File: config.mk
export PLATFORM = sky130hd
export DESIGN_NAME = pac_score_ctrl
export DESIGN_NICKNAME = d
export VERILOG_FILES = /design/src/rtl/pac_score_ctrl.sv
export SDC_FILE = /design/constraint.sdc
export NUM_CORES = 1
export LEC_CHECK = 0
export ABC_AREA = 1
export CAP_MARGIN = 20
export CELL_PAD_IN_SITES_DETAIL_PLACEMENT = 0
export CELL_PAD_IN_SITES_GLOBAL_PLACEMENT = 1
export CORE_UTILIZATION = 41
export DETAILED_ROUTE_END_ITERATION = 6
export PLACE_DENSITY = 0.78
export SYNTH_ARGS = -nofsm -noshare
export SYNTH_HDL_FRONTEND = slang
export SYNTH_SLANG_ARGS = --single-unit
File: constraint.sdc
create_clock -name clk -period 3.35 [get_ports clk]
set_clock_uncertainty 0.15 [all_clocks]
set_input_delay 0.67 -clock clk [delete_from_list [all_inputs] [get_ports clk]]
set_output_delay 0.67 -clock clk [all_outputs]
set_load 0.05 [all_outputs]
File: src/rtl/pac_score_ctrl.sv
// Pac-man game-rule stage: pellet bitmap, BCD score, lives and game phase, plus 7-seg word.
// Optional FREE_LIFE_EN: grant an extra life (max 3) whenever the score's thousands digit rolls.
module pac_score_ctrl #(
    parameter int unsigned TILE_SHIFT = 5,
    parameter int unsigned COLS       = 20,
    parameter int unsigned ROWS       = 15,
    parameter int unsigned LIVES      = 3,
    parameter int unsigned HIT_DIST   = 16,
    parameter int unsigned HIT_TICKS  = 60
) (
    input  logic        clk,
    input  logic        clrn,
    input  logic        tick,
    input  logic        start,
    input  logic [9:0]  pac_x,
    input  logic [9:0]  pac_y,
    input  logic [9:0]  ghost_x,
    input  logic [8:0]  ghost_y,
    input  logic [4:0]  q_col,
    input  logic [3:0]  q_row,
    output logic        q_pellet,
    output logic [15:0] score_bcd,
    output logic [1:0]  lives,
    output logic [2:0]  phase,
    output logic [31:0] seg_data
);

    localparam int unsigned NumTiles = COLS * ROWS;
    localparam int unsigned CntW     = $clog2(NumTiles + 1);
    localparam int unsigned IdxW     = (NumTiles > 1) ? $clog2(NumTiles) : 1;
    localparam int unsigned HitW     = (HIT_TICKS > 1) ? $clog2(HIT_TICKS) : 1;

    typedef enum logic [2:0] {
        StIdle = 3'd0,
        StPlay = 3'd1,
        StHit  = 3'd2,
        StOver = 3'd3,
        StWin  = 3'd4
    } phase_e;

    phase_e              phase_q, phase_d;
    logic [NumTiles-1:0] pellets_q, pellets_d;
    logic [CntW-1:0]     cnt_q, cnt_d;
    logic [15:0]         score_q, score_d;
    logic [1:0]          lives_q, lives_d;
    logic [HitW-1:0]     hit_q, hit_d;

    logic [9:0]      pac_col, pac_row, gy, dx, dy;
    logic            pac_in_grid, q_in_grid, eat, collide;
    logic [IdxW-1:0] pac_idx, q_idx;
    logic [15:0]     score_inc;

    assign pac_col     = pac_x >> TILE_SHIFT;
    assign pac_row     = pac_y >> TILE_SHIFT;
    assign pac_in_grid = (32'(pac_col) < COLS) && (32'(pac_row) < ROWS);
    assign pac_idx     = IdxW'(32'(pac_row) * COLS + 32'(pac_col));
    assign eat         = pac_in_grid && pellets_q[pac_idx];

    assign gy      = {1'b0, ghost_y};
    assign dx      = (pac_x >= ghost_x) ? (pac_x - ghost_x) : (ghost_x - pac_x);
    assign dy      = (pac_y >= gy) ? (pac_y - gy) : (gy - pac_y);
    assign collide = (32'(dx) < HIT_DIST) && (32'(dy) < HIT_DIST);

    assign q_in_grid = (32'(q_col) < COLS) && (32'(q_row) < ROWS);
    assign q_idx     = IdxW'(32'(q_row) * COLS + 32'(q_col));
    assign q_pellet  = q_in_grid && pellets_q[q_idx];

`ifdef FREE_LIFE_EN
    logic free_life;
    // Thousands digit rolls exactly when tens and hundreds are both 9 (and not saturated).
    assign free_life = (score_q != 16'h9990) && (score_q[11:4] == 8'h99);
`endif

    // Score only ever grows by 10: BCD step on digit1 with ripple into digits 2 and 3.
    always_comb begin
        score_inc = score_q;
        if (score_q != 16'h9990) begin
            if (score_q[7:4] == 4'd9) begin
                score_inc[7:4] = 4'd0;
                if (score_q[11:8] == 4'd9) begin
                    score_inc[11:8]  = 4'd0;
                    score_inc[15:12] = score_q[15:12] + 4'd1;
                end else begin
                    score_inc[11:8] = score_q[11:8] + 4'd1;
                end
            end else begin
                score_inc[7:4] = score_q[7:4] + 4'd1;
            end
        end
    end

    always_comb begin
        phase_d   = phase_q;
        pellets_d = pellets_q;
        cnt_d     = cnt_q;
        score_d   = score_q;
        lives_d   = lives_q;
        hit_d     = hit_q;
        if (tick) begin
            case (phase_q)
                StIdle, StOver, StWin: begin
                    if (start) begin
                        pellets_d = '1;
                        cnt_d     = CntW'(NumTiles);
                        score_d   = '0;
                        lives_d   = 2'(LIVES);
                        phase_d   = StPlay;
                    end
                end
                StPlay: begin
                    if (eat) begin
                        pellets_d[pac_idx] = 1'b0;
                        cnt_d              = cnt_q - CntW'(1);
                        score_d            = score_inc;
`ifdef FREE_LIFE_EN
                        if (free_life && lives_q != 2'd3) lives_d = lives_q + 2'd1;
`endif
                    end
                    // Clearing the last pellet wins outright and masks a same-tick collision.
                    if (eat && cnt_q == CntW'(1)) begin
                        phase_d = StWin;
                    end else if (collide) begin
                        lives_d = lives_d - 2'd1;
                        hit_d   = HitW'(HIT_TICKS - 1);
                        phase_d = StHit;
                    end
                end
                StHit: begin
                    if (hit_q == '0) begin
                        phase_d = (lives_q == 2'd0) ? StOver : StPlay;
                    end else begin
                        hit_d = hit_q - HitW'(1);
                    end
                end
                default: phase_d = StIdle;
            endcase
        end
    end

    always_ff @(posedge clk or negedge clrn) begin
        if (!clrn) begin
            phase_q   <= StIdle;
            pellets_q <= '1;
            cnt_q     <= CntW'(NumTiles);
            score_q   <= '0;
            lives_q   <= 2'(LIVES);
            hit_q     <= '0;
        end else begin
            phase_q   <= phase_d;
            pellets_q <= pellets_d;
            cnt_q     <= cnt_d;
            score_q   <= score_d;
            lives_q   <= lives_d;
            hit_q     <= hit_d;
        end
    end

    assign score_bcd = score_q;
    assign lives     = lives_q;
    assign phase     = phase_q;
    assign seg_data  = {score_q, 4'h0, 2'b00, lives_q, 4'h0, 1'b0, phase_q};

endmodule
==> results of run 1 <==
==> cell type report <==
| type | count | area (um2) |
|---|---|---|
| multi-input cells | 2471 | 13400 |
| well taps | 739 | 925 |
| diodes | 1 | 2.50 |
| fillers | 5087 | 23600 |
| repair buffers | 467 | 5110 |
| inverters | 313 | 1180 |
| flip-flops and latches | 332 | 8690 |
| clock inverters | 14 | 176 |
| clock buffers | 61 | 1200 |
==> layout by cell type (no fill, tap or decap), types with 10 or more instances in the layout <==
cell	netlist	routed
dfstp_2	306	306
o211ai_1	12	12
ha_4	0	11
dfrtp_1	26	26
nor2_4	2	15
clkdlybuf4s50_1	0	66
nand2_2	3	36
inv_1	306	294
buf_8	2	12
buf_12	0	84
ha_1	64	52
conb_1	1	19
a21oi_1	149	142
a31oi_1	11	10
nor2_1	267	252
clkbuf_1	122	12
inv_2	4	17
nand4_4	17	18
nand4_1	21	21
o21ai_1	208	101
buf_4	47	251
clkbuf_16	0	49
o21ai_2	1	241
nand3_1	105	93
buf_6	18	34
nand2_1	1172	1129
nand3_2	4	12
o21ai_0	313	179
xor2_1	27	23
==> per-layer routing <==
layer | global-route usage | up-vias | wire (um)
met1 | 0.407 | 11400 | 37100
li1 | - | 11200 | -
met3 | 0.0398 | 240 | 6360
met2 | 0.491 | 843 | 39600
met5 | 0 | - | 23
met4 | 0.117 | 4 | 4220
==> metrics by stage <==
step / TNS, ns / std cells
floorplan: -13.85 / 3342
global placement: -357.05 / 4276
detailed placement: -370.61 / 4276
CTS: -0.526 / 4374
global route: -45.83 / 4398
finish: -7.67 / 4398
==> Yosys cell counts (all sizes together) (2+ instances only) <==
| library cell | number | area (um2) |
|---|---|---|
| nand2 | 1176 | 4430 |
| o211ai | 12 | 90.1 |
| o21bai | 3 | 22.5 |
| fa | 4 | 80.1 |
| ha | 64 | 801 |
| a21o | 5 | 37.5 |
| nor3 | 9 | 45.0 |
| xnor2 | 6 | 52.6 |
| and3 | 3 | 18.8 |
| nor2 | 273 | 1050 |
| nand3b | 5 | 41.3 |
| nand3 | 109 | 566 |
| xor2 | 27 | 236 |
| buf | 108 | 781 |
| o21ai | 522 | 2620 |
| a21oi | 149 | 746 |
| dfrtp | 26 | 651 |
| or2 | 8 | 50.1 |
| dfstp | 306 | 8040 |
| nor3b | 5 | 37.5 |
| o221ai | 3 | 26.3 |
| nand4 | 38 | 493 |
| clkinv | 2 | 7.51 |
| a31oi | 11 | 68.8 |
| inv | 311 | 1170 |
| clkbuf | 122 | 458 |
| o311ai | 9 | 78.8 |
| a21boi | 2 | 15.0 |
==> registers in the layout (all words and copies together), names as in the netlist <==
signal / cells
cnt_q: 9
lives: 2
pellets_q: 300
phase: 3
hit_q: 6
score_bcd: 12
==> worst max-delay path: stages <==
cell and delay (ns):
buf_6 0.10, buf_6 0.11, ha_4 0.21, ha_4 0.16
fa_2 0.55, inv_2 0.07, nor2_4 0.14, xnor2_4 0.11
nor3_4 0.25, o211ai_1 0.24, a21oi_4 0.21, buf_6 0.18
==> repair_timing <==
action | in CTS | in global routing
hold endpoints to repair | 7 | 0
gates cloned | 6 | 9
resized for setup | 146 | 481
setup endpoints to repair | 333 | 333
pin swaps | 34 | 60
hold buffers | 1 | 0
setup buffers | 17 | 17
==> kinds of logic (layout without fill, tap and decap cells) <==
kind of cell    Yosys count  in the layout  share of synthesized area
compound gates          721            721                      0.164
xor+xnor                 33             33                     0.0127
fa+ha+maj                68             68                     0.0387
buf+inv                 543            855                      0.106
flops                   332            332                      0.382
other cells               1             20                   0.000165
simple gates           1626           1630                      0.296
==> worst paths after layout <==
path,cells after the start,endpoint,slack (ns)
max in group asynchronous,3,pellets_q[262],1.59
min,2,pellets_q[236],0.30
max,12,q_pellet,-0.46
max reg2reg,22,score_bcd[15],0.41
min in group asynchronous,2,score_bcd[8],0.54
min reg2reg,2,pellets_q[236],0.30
==> report_power, final <==
part	switching, mW	total, mW	leakage (nW)	internal (mW)
registers	0.192	4.43	3.56	4.24
clock network	1.84	4.64	0.680	2.79
logic	3.45	5.37	10.8	1.92
total	5.49	14.4	15.0	8.95
==> results.cfg, run 1 <==
[outcome]
outcome = complete, but fails checks
violations = setup timing

[grt]
antenna_found_initial = 3
grt_pass1_vias = 22600
overflow = 0
grt_max_degree = 86
grt_first_pass_wirelength_um = 132000
grt.total_usage = 0.302

[cts]
cts.sinks = 332
clockBufferDepth = 3
numCtsBuffers = 42
cts_tree = built
clkSlewWorstSetupHoldPaths_ns = 0.06
root_buffer = clkbuf_16
insertion_delay_ns = 0.59
htreeDepth = 2

[floorplan]
row_count = 85
dieHeight_um = 238
die_w_um = 238
start_util = 0.419
fp.dieArea_mm2 = 0.0564
fp.coreArea_mm2 = 0.0543
boundaryPins = 106

[yosys]
seq_area_frac_synth = 0.382
syn-mean-instance-area_um2 = 6.84
ys_warn_count = 0
synthCells = 3324
netlist_area_mm2 = 0.0228
synth_flop_cell = dfstp_2
ys_types = 51
synth_edf_count = 0
synthArstFlopShare = 1.00
ys_seq_elements = 332

[worst_setup_path]
start_kind = input port
reg2reg_from = pellets_q[103]
cp-end-kind = output pin
cp_max_fo = 2
cp.required_ns = 2.53
crit_start = q_row[1]
path_class = in2out
cp.arrival_ns = 2.99

[place]
io_buffer_count = 86
place_ws_ns = -1.25
place_area_mm2 = 0.0271
hpwl_um = 57700
place_congestion = 0.941

[sta]
rsz0062_at_grt = true
final.period_utilization = 1.14
setup_viol = 181
fin_ws_ns = -0.465
final_max_slew_viol_count = 0
fin_crit_ns = 3.81
holdWs_ns = 0.302
relSlewSlack = 0.480
tightest_slew_ns = 0.771
clock.fmax_mhz = 262
hold_viol_final = 0

[route]
drt_iter0_markers = 1993
routed_wirelength_um = 87400
wl_per_cell_um = 19.9
num_vias = 23700
drc = 0
drt_pass1_iterations = 6
via_per_inst = 5.39
antenna_left = 0

[finish]
area_growth_pct = 35.1
utilization = 0.566
drive_above_1_share = 0.322
fin_area_mm2 = 0.0307
fin_nets = 3747

[power]
ir_drop_mv = 0.355
leakagePower_nw = 15.0
power_mw = 14.4
powerDensity_mw_per_mm2 = 470

[hold_path]
hold_path_startpoint = pellets_q[236]
hold_path_class = reg2reg

[flow_run]
cap_violations = 0
(Power assumes the default switching activity.)
==> inputs of run 2 (changes only) <==
--- a/config.mk
+++ b/config.mk
@@ -11,6 +11,7 @@
 export CELL_PAD_IN_SITES_GLOBAL_PLACEMENT = 1
 export CORE_UTILIZATION = 41
 export DETAILED_ROUTE_END_ITERATION = 6
+export HOLD_SLACK_MARGIN = 0.15
 export PLACE_DENSITY = 0.78
 export SYNTH_ARGS = -nofsm -noshare
 export SYNTH_HDL_FRONTEND = slang
==> results of run 2 <==
Same layout as run 1: the final DEF is identical, and so are final timing and power.
